`config.mk`:
```
export PLATFORM = sky130hd
export DESIGN_NAME = hfg_feature_normalizer_flat
export DESIGN_NICKNAME = d
export VERILOG_FILES = /design/src/rtl/hfg_feature_normalizer_if.sv /design/src/rtl/hfg_feature_normalizer.sv /design/src/flat_wrapper.sv
export SDC_FILE = /design/constraint.sdc
export NUM_CORES = 1
export LEC_CHECK = 0
export ABC_AREA = 0
export CORE_MARGIN = 2
export CORE_UTILIZATION = 60
export CTS_CLUSTER_DIAMETER = 50
export DETAILED_ROUTE_END_ITERATION = 8
export PLACE_DENSITY = 0.78
export SLEW_MARGIN = 30
export SYNTH_ARGS = -nofsm -noshare
export SYNTH_HDL_FRONTEND = slang
export SYNTH_SLANG_ARGS = --single-unit
```
`constraint.sdc`:
```
create_clock -name iClk -period 10.47 [get_ports iClk]
set_input_delay 2.6175 -clock iClk [delete_from_list [all_inputs] [get_ports iClk]]
set_output_delay 2.6175 -clock iClk [all_outputs]
set_load 0.01 [all_outputs]
```
`src/rtl/hfg_feature_normalizer_if.sv`:
```
// Sample/config bus between the feature accumulator, the normalizer and the
// classifier comparator. The upstream side uses master and the normalizer uses slave.
interface hfg_feature_normalizer_if #(
  parameter int IN_W   = 21,
  parameter int OUT_W  = 32,
  parameter int COEF_W = 16,
  parameter int MODE_W = 2,
  parameter int TAG_W  = 8
);
  logic              iValid;
  logic [IN_W-1:0]   iPre_Feature;
  logic [MODE_W-1:0] iMode;
  logic [TAG_W-1:0]  iTag;
  logic              iStall;
  logic              iCfg_we;
  logic [MODE_W-1:0] iCfg_addr;
  logic [COEF_W-1:0] iCfg_coef;
  logic              oValid;
  logic [OUT_W-1:0]  oFeature;
  logic [TAG_W-1:0]  oTag;
  logic              oSat;

  modport master (
    output iValid, iPre_Feature, iMode, iTag, iStall, iCfg_we, iCfg_addr, iCfg_coef,
    input  oValid, oFeature, oTag, oSat
  );

  modport slave (
    input  iValid, iPre_Feature, iMode, iTag, iStall, iCfg_we, iCfg_addr, iCfg_coef,
    output oValid, oFeature, oTag, oSat
  );
endinterface

```
`src/rtl/hfg_feature_normalizer.sv`:
```
// Three-stage Haar-feature normalizer: sign(x) * ((|x| * COEF[mode]) >> SHIFT),
// with a runtime-loadable coefficient table, stall, tag sideband, rounding and saturation.
module hfg_feature_normalizer #(
  parameter int          IN_W     = 21,
  parameter int          OUT_W    = 32,
  parameter int          COEF_W   = 16,
  parameter int          SHIFT    = 6,
  parameter int          MODE_W   = 2,
  parameter int          TAG_W    = 8,
  parameter int          ROUND    = 0,
  parameter int unsigned COEF_RST = 7959
) (
  input logic                      iClk,
  input logic                      iReset_n,
  hfg_feature_normalizer_if.slave  bus
);
  localparam int          PROD_W = IN_W + COEF_W;
  localparam int          RND_W  = PROD_W + 1;
  localparam int          CMP_W  = (RND_W > OUT_W) ? RND_W : OUT_W;
  localparam int          RND_SH = (SHIFT > 0) ? SHIFT - 1 : 0;
  localparam int unsigned DEPTH  = 2 ** MODE_W;
  localparam logic [RND_W-1:0] RND_TERM =
    (ROUND != 0 && SHIFT > 0) ? (RND_W'(1) << RND_SH) : RND_W'(0);
  localparam logic [CMP_W-1:0] MAX_MAG = CMP_W'({(OUT_W-1){1'b1}});

  logic [COEF_W-1:0] coef_tbl [DEPTH];

  logic              s1_valid, s1_sign;
  logic [IN_W-1:0]   s1_mag;
  logic [COEF_W-1:0] s1_coef;
  logic [TAG_W-1:0]  s1_tag;

  logic              s2_valid, s2_sign;
  logic [PROD_W-1:0] s2_prod;
  logic [TAG_W-1:0]  s2_tag;

  logic [IN_W-1:0]   in_mag;
  logic [RND_W-1:0]  rnd_sum;
  logic [CMP_W-1:0]  shifted;
  logic              s3_sat;
  logic [OUT_W-1:0]  s3_mag;
  logic [OUT_W-1:0]  s3_feature;

  // Table is read combinationally by S1, so a same-edge write is seen only by later samples.
  always_ff @(posedge iClk) begin
    if (!iReset_n) begin
      for (int unsigned i = 0; i < DEPTH; i++) coef_tbl[i] <= COEF_W'(COEF_RST);
    end else if (bus.iCfg_we) begin
      coef_tbl[bus.iCfg_addr] <= bus.iCfg_coef;
    end
  end

  // IN_W-bit magnitude holds 2**(IN_W-1) exactly for the most negative input.
  always_comb begin
    in_mag = bus.iPre_Feature[IN_W-1] ? ('0 - bus.iPre_Feature) : bus.iPre_Feature;
  end

  always_comb begin
    rnd_sum    = {1'b0, s2_prod} + RND_TERM;
    shifted    = CMP_W'(rnd_sum >> SHIFT);
    s3_sat     = (shifted > MAX_MAG);
    s3_mag     = s3_sat ? MAX_MAG[OUT_W-1:0] : shifted[OUT_W-1:0];
    s3_feature = s2_sign ? ('0 - s3_mag) : s3_mag;
  end

  always_ff @(posedge iClk) begin
    if (!iReset_n) begin
      s1_valid     <= 1'b0;
      s1_sign      <= 1'b0;
      s1_mag       <= '0;
      s1_coef      <= '0;
      s1_tag       <= '0;
      s2_valid     <= 1'b0;
      s2_sign      <= 1'b0;
      s2_prod      <= '0;
      s2_tag       <= '0;
      bus.oValid   <= 1'b0;
      bus.oFeature <= '0;
      bus.oTag     <= '0;
      bus.oSat     <= 1'b0;
    end else if (!bus.iStall) begin
      s1_valid     <= bus.iValid;
      s1_sign      <= bus.iPre_Feature[IN_W-1];
      s1_mag       <= in_mag;
      s1_coef      <= coef_tbl[bus.iMode];
      s1_tag       <= bus.iTag;
      s2_valid     <= s1_valid;
      s2_sign      <= s1_sign;
      s2_prod      <= PROD_W'(s1_mag) * PROD_W'(s1_coef);
      s2_tag       <= s1_tag;
      bus.oValid   <= s2_valid;
      bus.oFeature <= s3_feature;
      bus.oTag     <= s2_tag;
      bus.oSat     <= s3_sat;
    end
  end
endmodule

```
`src/flat_wrapper.sv`:
```
// flat-port wrapper written by rule: the top's interface ports become plain ports
module hfg_feature_normalizer_flat 
#(
  parameter int          IN_W     = 21,
  parameter int          OUT_W    = 32,
  parameter int          COEF_W   = 16,
  parameter int          SHIFT    = 6,
  parameter int          MODE_W   = 2,
  parameter int          TAG_W    = 8,
  parameter int          ROUND    = 0,
  parameter int unsigned COEF_RST = 7959
)
  (iClk, iReset_n, bus_iValid, bus_iPre_Feature, bus_iMode, bus_iTag, bus_iStall, bus_iCfg_we, bus_iCfg_addr, bus_iCfg_coef, bus_oValid, bus_oFeature, bus_oTag, bus_oSat);
  hfg_feature_normalizer_if #(.IN_W(IN_W), .OUT_W(OUT_W), .COEF_W(COEF_W), .MODE_W(MODE_W), .TAG_W(TAG_W)) bus_i ();
  input logic iClk;
  input logic iReset_n;
  input wire logic [$bits(bus_i.iValid)-1:0] bus_iValid;
  input wire logic [$bits(bus_i.iPre_Feature)-1:0] bus_iPre_Feature;
  input wire logic [$bits(bus_i.iMode)-1:0] bus_iMode;
  input wire logic [$bits(bus_i.iTag)-1:0] bus_iTag;
  input wire logic [$bits(bus_i.iStall)-1:0] bus_iStall;
  input wire logic [$bits(bus_i.iCfg_we)-1:0] bus_iCfg_we;
  input wire logic [$bits(bus_i.iCfg_addr)-1:0] bus_iCfg_addr;
  input wire logic [$bits(bus_i.iCfg_coef)-1:0] bus_iCfg_coef;
  output wire logic [$bits(bus_i.oValid)-1:0] bus_oValid;
  output wire logic [$bits(bus_i.oFeature)-1:0] bus_oFeature;
  output wire logic [$bits(bus_i.oTag)-1:0] bus_oTag;
  output wire logic [$bits(bus_i.oSat)-1:0] bus_oSat;
  assign bus_i.iValid = bus_iValid;
  assign bus_i.iPre_Feature = bus_iPre_Feature;
  assign bus_i.iMode = bus_iMode;
  assign bus_i.iTag = bus_iTag;
  assign bus_i.iStall = bus_iStall;
  assign bus_i.iCfg_we = bus_iCfg_we;
  assign bus_i.iCfg_addr = bus_iCfg_addr;
  assign bus_i.iCfg_coef = bus_iCfg_coef;
  assign bus_oValid = bus_i.oValid;
  assign bus_oFeature = bus_i.oFeature;
  assign bus_oTag = bus_i.oTag;
  assign bus_oSat = bus_i.oSat;
  hfg_feature_normalizer #(.IN_W(IN_W), .OUT_W(OUT_W), .COEF_W(COEF_W), .SHIFT(SHIFT), .MODE_W(MODE_W), .TAG_W(TAG_W), .ROUND(ROUND), .COEF_RST(COEF_RST)) u_core (.iClk(iClk), .iReset_n(iReset_n), .bus(bus_i));
endmodule
```
* After elaboration in Yosys (flattened, before gate mapping) *
Memory sizes are Yosys's and may differ from the RTL's. A register that Yosys moved wholly into a read port is not among the register bits.
Index checks and enable logic that the tools add are counted.
W data, S select, Z words.

storage, ports and cells
  register bits after elaboration = 120
  bits in writable memories = 64
  input bits = 54
  output and inout bits = 42
  logic and storage cells = 30
  memories = 1

memories
  name             depth  width  rd ports  clocked after memory_dff  write ports  RTL line                      source
  u_core.coef_tbl  4      16     1         1                         4            hfg_feature_normalizer.sv:26  logic [COEF_W-1:0] coef_tbl [DEPTH];

operators by class
  add/sub/neg operators = 2
  multiply operators = 1
  order comparisons = 1
  mux-type cells = 10
  reductions and logical operators = 3

operator list
  kind                     count
  $mul A21 B16 Y37         1
  $mux W32                 1
  $sub A1 B32 Y32 const A  1
  $gt A31 B31 Y1 const B   1
  $mux W31                 1
  $mux W21                 1
  $sub A1 B21 Y21 const A  1
  $mux W16                 1
  $reduce_or A16 Y1        1
  $mux W1                  5
  $logic_not A1 Y1         2
  $mux W2                  1

* Logic depth before layout (Yosys ltp) *
Gate-level depths: netlist (run 1).

  depth in word-level cells = 5
  mapped depth = 24
  depth with buffers taken out = 22

* Least setup slack after synthesis (run 1) *
Ideal clock, no wire load.

  kind = register to register
  start = register u_core.s1_mag[9]
  end = register u_core.s2_prod[34]
  library setup time = 0.122 ns
  arrival = 6.000 ns
  data required time = 10.348 ns
  path slack = 4.348 ns
  stages on the path, launching flop included = 24
  buffers on the path = 3
  period minus slack after synthesis = 6.122 ns
  cells stage by stage = dfxtp_1 > clkbuf_1 > clkbuf_1 > nand2_1 > fa_1 > inv_1 > fa_1 > inv_1 > fa_1 > fa_1 > inv_1 > fa_1 > inv_1 > fa_1 > inv_1 > ha_1 > clkbuf_1 > a21o_1 > o21bai_1 > a21oi_1 > o21ai_1 > a41o_1 > a41o_1 > a311o_1

between the ends
  longest elaborated chain between the ends = 1

RTL lines
  element                   RTL line                      source
  start: declaration        hfg_feature_normalizer.sv:29  logic [IN_W-1:0] s1_mag;
  start signal: assignment  hfg_feature_normalizer.sv:84  s1_mag <= in_mag;
  $mul A21 B16 Y37          hfg_feature_normalizer.sv:89  s2_prod <= PROD_W'(s1_mag) * PROD_W'(s1_coef);
  end signal: assignment    hfg_feature_normalizer.sv:89
  end: declaration          hfg_feature_normalizer.sv:34  logic [PROD_W-1:0] s2_prod;

No other way between the ends.
A chain may end at the register's enable or synchronous reset.

* Final worst setup path (run 1) *
  start = register u_core.s1_coef[5] (read register of u_core.coef_tbl)
  end = register u_core.s2_prod[32]

between the ends
  longest elaborated chain between the ends = 1

RTL lines
  element             RTL line                      source
  start: declaration  hfg_feature_normalizer.sv:30  logic [COEF_W-1:0] s1_coef;
  $mul A21 B16 Y37    hfg_feature_normalizer.sv:89

No other way between the ends.

==> flow_metrics.tcl, run 1 <==
set metrics [dict create \
    fill_cells 2547 \
    worst_slew_pin_slew_ns 1.03 \
    finClkSkew_ns 0.0187 \
    relSlewSlack_pct 31.6 \
    cellPowerDensity_nw_per_um2 112 \
    met1_usage_pct 42.7 \
    hpwl_um 35300 \
    clockBufferDepth 2 \
    final_cell_mix "nand2_1, inv_1, fa_1, and2_1, dfxtp_1" \
    cts_resized 0 \
    status "complete, no violations" \
    numPortBuffers 95 \
    power.net_switching_mw 0.859 \
    grt_pass1_vias 15200 \
    ys.flop_type "dfxtp_1" \
    slowest_delay_ns 0.94 \
    cts-root-buf "clkbuf_16" \
    dieArea_sq_um 34000 \
    syn-mean-instance-area_sq_um 9.23 \
    synth_edf_count 64 \
    seq_power_share_pct 39.5 \
    sw_frac_of_total_pct 36.2 \
    final.setup.tns_ns 0 \
    pin_count 96 \
    drive_gt1_share_pct 4.40 \
    grtUsageMet3_pct 7.69 \
    ir_worst_vdd_mv 0.137 \
    first_iter_violations 1051 \
    setup-violations-final 0 \
    postCtsSetupBuffers 0 \
    antenna_left 0 \
    multi_input_area_sq_um 13400 \
    min_period_ns 6.90 \
    htree_levels 4 \
    synth.area.top_cells "fa_1, dfxtp_1, edfxtp_1" \
    row_count 66 \
    fin_cells 2579 \
    grt_max_degree 83 \
    crit_chain "nand2_1 > fa_1 > inv_1 > fa_1 > fa_1 > inv_1 > fa_1 > inv_1 > fa_1 > inv_1 > fa_1 > inv_1 > ha_1 > a21oi_1 > o21ai_0 > a221oi_1 > o41ai_1 > a211o_1 > a31oi_1 > xor2_1 > o21ai_1" \
    fmax_mhz 145 \
    drt-total-wl_um 48300 \
    synth_top_area_cell "fa_1" \
    finalPower_mw 2.37 \
    cts_hold_buf 0 \
    area_growth_pct 8.83 \
    drc 0 \
    worst_path_most_repeated_cell "fa_1" \
    layout_setup_ws_ns 3.57 \
    critPathRequiredTime_ns 10.83 \
    synth_top_area_share_pct 26.9 \
    grt_pass1_wl_um 80500 \
    ys_warn_count 0 \
    power_leakage_nw 9.74 \
    timing.hold.ws_ns 0.488 \
    seqCellArea_sq_um 4530 \
    die_w_um 185 \
    synth_area_sq_um 19600 \
    slew_violations 0 \
    num_vias 14500 \
    final.period_utilization_pct 65.9 \
    syn-instance-count 2117 \
    nNetsFinal 2549 \
    vias_per_cell 5.61 \
    cts-buffers-inserted 17 \
    p_comb_share_pct 31.3 \
    antenna_found_initial 0 \
    worstPathMaxFanout 22 \
    worstSetupPathType "reg -> reg" \
    clockPowerShare_pct 29.2 \
    insertion_delay_ns 0.47 \
    reg2reg_slack_ns 3.57 \
    globalRouteMet2Util_pct 47.2 \
    dp_cells 2547 \
    hold_path.class "reg -> reg" \
    place_congestion 0.885 \
    layout_commonest_cell "nand2_1" \
    grt.busiest_layer "met2" \
    n_antenna_cell 0 \
    path_clk_slew_ns 0.09 \
    worstPathArrival_ns 7.26 \
    overflow 0 \
    synth_seq_cells 194 \
    p_int_mw 1.51 \
    first_pass_iters 7 \
    critPathCaptureType "flop" \
    grt_usage_pct 30.8 \
    core_sq_um 32300 \
    synth.distinct_cells 67 \
    wl_per_cell_um 18.7 \
    rsz0062_at_grt "false" \
    start_util_pct 60.5 \
    numClockSinks 194 \
    die_h_um 185 \
    cap_violations 0 \
    syn-num-nets 2542 \
    yosysSeqAreaShare_pct 23.1 \
    cp_slowest_cell "dfxtp_1" \
    post-place-ws_ns 3.68 \
    cp-start-kind "flop" \
    cts_tree "yes" \
    async_reset_ff_share_pct 0 \
    hold_viol 0 \
]
[Yosys cell counts, drive strengths merged (16+ instances only)]
master and count:
nand3 28, nand2b 28, a21boi 18, ha 108
o31ai 18, a21oi 39, nor2b 37, edfxtp 64
mux4 16, o21ai 75, fa 263, and2 198
inv 326, nor2 21, clkbuf 109, or2 24
o211a 26, xnor2 23, mux2i 32, dfxtp 130
nand2 350, xor2 47
[metal layers]
layer  routed length (um)  vias up
li1                     -     6687
met5                   56        -
met4                 1470        2
met1                20500     7073
met3                 4490       93
met2                21800      601
[metrics by stage]
step,instance area (sq um),util (%)
after floorplan,19600,-
after global placement,20700,64.1
after detailed placement,20700,64.1
after CTS,21300,65.9
after global routing,21300,65.9
final,21300,65.9
[logic make-up after synthesis]
logic type                 share of synthesized area (%)
adders and majority gates                           33.8
buffers and inverters                               8.52
xor gates and xnor gates                            3.14
and+or+nand+nor                                     19.4
AOI/OAI and AO/OA                                   8.41
muxes                                               3.54
DFF                                                 23.1
[power by group through the flow]
stage / registers [mW] / clock network [mW] / logic (mW)
2_1_floorplan: 0.887 / 0 / 0.553
3_3_place_gp: 0.945 / 0 / 0.715
3_5_place_dp: 0.950 / 0 / 0.727
4_1_cts: 0.933 / 0.700 / 0.740
5_1_grt: 0.945 / 0.724 / 0.842
6_report: 0.937 / 0.692 / 0.743
[registers in the layout, indices dropped and copies added (netlist names)]
name,flops
u_core.coef_tbl,64
u_core.bus.oFeature,32
u_core.s2_prod,31
u_core.s1_mag,21
u_core.s1_coef,16
u_core.bus.oTag,8
u_core.s1_tag,8
u_core.s2_tag,8
u_core.bus.oSat,1
u_core.bus.oValid,1
u_core.s1_sign,1
u_core.s1_valid,1
u_core.s2_sign,1
u_core.s2_valid,1
[cell type report]
class,instances,share of cell area [%]
Clock inverter,11,0.665
Tap cell,442,2.60
Clock buffer,21,2.12
Inverter,326,5.75
Sequential cell,194,21.3
Timing Repair Buffer,105,4.80
Multi-Input combinational cell,1480,62.8
[critical path, delay by kind of cell, from the launching register on]
kind	cells	cell delay, ns
DFF	1	0.94
AOI/OAI and AO/OA	7	1.63
and+or+nand+nor	1	0.17
buffers and inverters	5	0.31
xor gates and xnor gates	1	0.25
adders and majority gates	7	3.48
[path summary, 6_finish.rpt]
| check | depth (start not counted) | startpoint | endpoint |
|---|---|---|---|
| max | 21 | u_core.s1_coef[5] | u_core.s2_prod[32] |
| min | 1 | u_core.bus.oFeature[2] | u_core.bus.oFeature[2] |
| max reg2reg | 21 | u_core.s1_coef[5] | u_core.s2_prod[32] |
| min reg2reg | 1 | u_core.bus.oFeature[2] | u_core.bus.oFeature[2] |
(Power assumes the default switching activity.)
==> inputs of run 2 (changes only) <==
--- a/config.mk
+++ b/config.mk
@@ -7,7 +7,7 @@
 export LEC_CHECK = 0
 export ABC_AREA = 0
 export CORE_MARGIN = 2
-export CORE_UTILIZATION = 60
+export CORE_UTILIZATION = 57
 export CTS_CLUSTER_DIAMETER = 50
 export DETAILED_ROUTE_END_ITERATION = 8
 export PLACE_DENSITY = 0.78
==> constraint.sdc (replaced) <==
create_clock -name iClk -period 6.2 [get_ports iClk]
set_input_delay 1.55 -clock iClk [delete_from_list [all_inputs] [get_ports iClk]]
set_output_delay 1.55 -clock iClk [all_outputs]
set_load 0.01 [all_outputs]
==> flow_metrics.tcl, run 2 (synthesis gave the netlist of run 1 again) <==
set metrics [dict create \
    status "complete, no violations" \
    antenna_left 0 \
    relSlewSlack_pct 39.6 \
    clockBufferDepth 2 \
    timing.hold.ws_ns 0.489 \
    grt_usage_pct 30.0 \
    start_util_pct 58.2 \
    grt_pass1_vias 16000 \
    cp_top_family "adder cells" \
    drt-total-wl_um 50600 \
    numPortBuffers 95 \
    layout_commonest_cell "nand2_1" \
    hold_path.class "reg -> reg" \
    nNetsFinal 2664 \
    cp-start-kind "flop" \
    first_pass_iters 5 \
    drive_gt1_share_pct 12.0 \
    critPathRequiredTime_ns 6.53 \
    worstPathMaxFanout 8 \
    dieArea_sq_um 35800 \
    first_iter_violations 1420 \
    worst_slew_pin_slew_ns 0.906 \
    grt_pass1_wl_um 84600 \
    crit_chain "buf_12 > buf_8 > nand2_2 > fa_1 > inv_1 > fa_1 > inv_1 > fa_1 > inv_1 > fa_1 > fa_2 > inv_2 > fa_1 > inv_1 > ha_4 > nand4_1 > or3_1 > o32ai_2 > a211o_1 > a211oi_2 > a41o_1 > a311o_1" \
    cts-root-buf "clkbuf_16" \
    antenna_found_initial 1 \
    worstSetupPathType "reg -> reg" \
    cts_hold_buf 0 \
    slowest_delay_ns 0.59 \
    cts-buffers-inserted 17 \
    path_clk_slew_ns 0.09 \
    finClkSkew_ns 0.0149 \
    worstPathArrival_ns 6.42 \
    core_sq_um 33600 \
    die_h_um 189 \
    final_cell_mix "nand2_1, inv_1, fa_1, and2_1, buf_4" \
    top_register "u_core.coef_tbl" \
    htree_levels 4 \
    setup-violations-final 0 \
    power_leakage_nw 10.4 \
    fill_cells 2512 \
    grt_max_degree 92 \
    cp_slowest_cell "fa_2" \
    cap_violations 0 \
    worst_path_most_repeated_cell "fa_1" \
    vias_per_cell 5.64 \
    slew_violations 0 \
    min_period_ns 6.09 \
    top_regs "u_core.coef_tbl: 64 flops, u_core.bus.oFeature: 32 flops, u_core.s2_prod: 31 flops" \
    fmax_mhz 164 \
    place_congestion 0.887 \
    cts_tree "yes" \
    final.setup.tns_ns 0 \
    insertion_delay_ns 0.45 \
    hpwl_um 38200 \
    num_vias 15200 \
    critPathCaptureType "flop" \
    pin_count 96 \
    cellPowerDensity_nw_per_um2 188 \
    wl_per_cell_um 18.7 \
    area_growth_pct 15.7 \
    overflow 0 \
    ir_worst_vdd_mv 0.293 \
    hold_viol 0 \
    final.period_utilization_pct 98.3 \
    die_w_um 189 \
    drc 0 \
    crit_buf_inv 7 \
    largest_reg_flops 64 \
    numClockSinks 194 \
    row_count 67 \
]
[run 2: cell types whose count changed in the layout (fill, tap and decap cells not counted), moves of 4 or more]
cell	change
a21oi_1	-11
a21oi_2	+11
buf_12	+14
buf_4	+100
clkinv_8	+4
dfxtp_1	-23
dfxtp_2	+15
dfxtp_4	+8
ha_1	-9
ha_4	+7
[run 2: repair_timing]
action                                  CTS  global route
endpoints found under the setup margin   15            17
gates resized for setup                  26            50
pin swaps                                 2            19
buffers inserted                          1             2
[run 2: final cells by class]
type / count / area, sq um / share of cell area [%]
timing repair buffer: 220 / 2070 / 9.14
clock buffer: 17 / 425 / 1.88
multi-input combinational: 1480 / 13600 / 60.0
clock inverter: 15 / 190 / 0.841
antenna: 1 / 2.50 / 0.0111
sequential: 194 / 4570 / 20.2
tap: 448 / 561 / 2.48
inverter: 326 / 1220 / 5.41
[run 2: per-stage QoR]
step	area [sq um]	power, mW	util (%)	instances	setup slack [ns]
after floorplan	19600	2.43	-	2117	0.0776
after global placement	21700	2.99	64.5	2665	-0.0766
after detailed placement	21700	3.01	64.5	2665	-0.218
after CTS	22400	4.19	66.6	2698	-0.00575
after global routing	22600	4.50	67.3	2700	-0.0758
final	22600	4.26	67.3	2701	0.108
[run 2: worst paths after layout]
| kind | from | endpoint | slack, ns | cells after the start |
|---|---|---|---|---|
| min | u_core.bus.oFeature[10] | u_core.bus.oFeature[10] | 0.49 | 1 |
| max | u_core.s1_coef[6] | u_core.s2_prod[34] | 0.11 | 22 |
| max reg2reg | u_core.s1_coef[6] | u_core.s2_prod[34] | 0.11 | 22 |
| min reg2reg | u_core.bus.oFeature[10] | u_core.bus.oFeature[10] | 0.49 | 1 |
[run 2: metal layers]
metal  vias to the layer above  share of wire (%)  wire length (um)  track usage (%)
li1                       6922                  -                 -                -
met5                         -                  0                 0                0
met1                      7588                 42             21000             41.2
met2                       642                 48             24200             48.8
met4                         0                1.9               976             6.82
met3                        85                8.8              4440             6.67
[run 2: power by group]
group,switching (mW),total (mW),internal [mW],leakage [nW]
registers,0.107,1.52,1.41,1.71
clock network,0.596,1.17,0.571,0.305
logic,0.864,1.58,0.712,8.37
[run 2: worst register-to-register path, stage by stage, from the launching register on]
cell      delay [ns]
dfxtp_4         0.39
buf_12          0.12
buf_8           0.11
nand2_2         0.06
fa_1            0.54
inv_1           0.07
fa_1            0.53
inv_1           0.05
fa_1            0.50
inv_1           0.05
fa_1            0.45
fa_2            0.59
inv_2           0.05
fa_1            0.52
inv_1           0.06
ha_4            0.30
nand4_1         0.21
or3_1           0.43
o32ai_2         0.14
a211o_1         0.21
a211oi_2        0.09
a41o_1          0.21
a311o_1         0.31
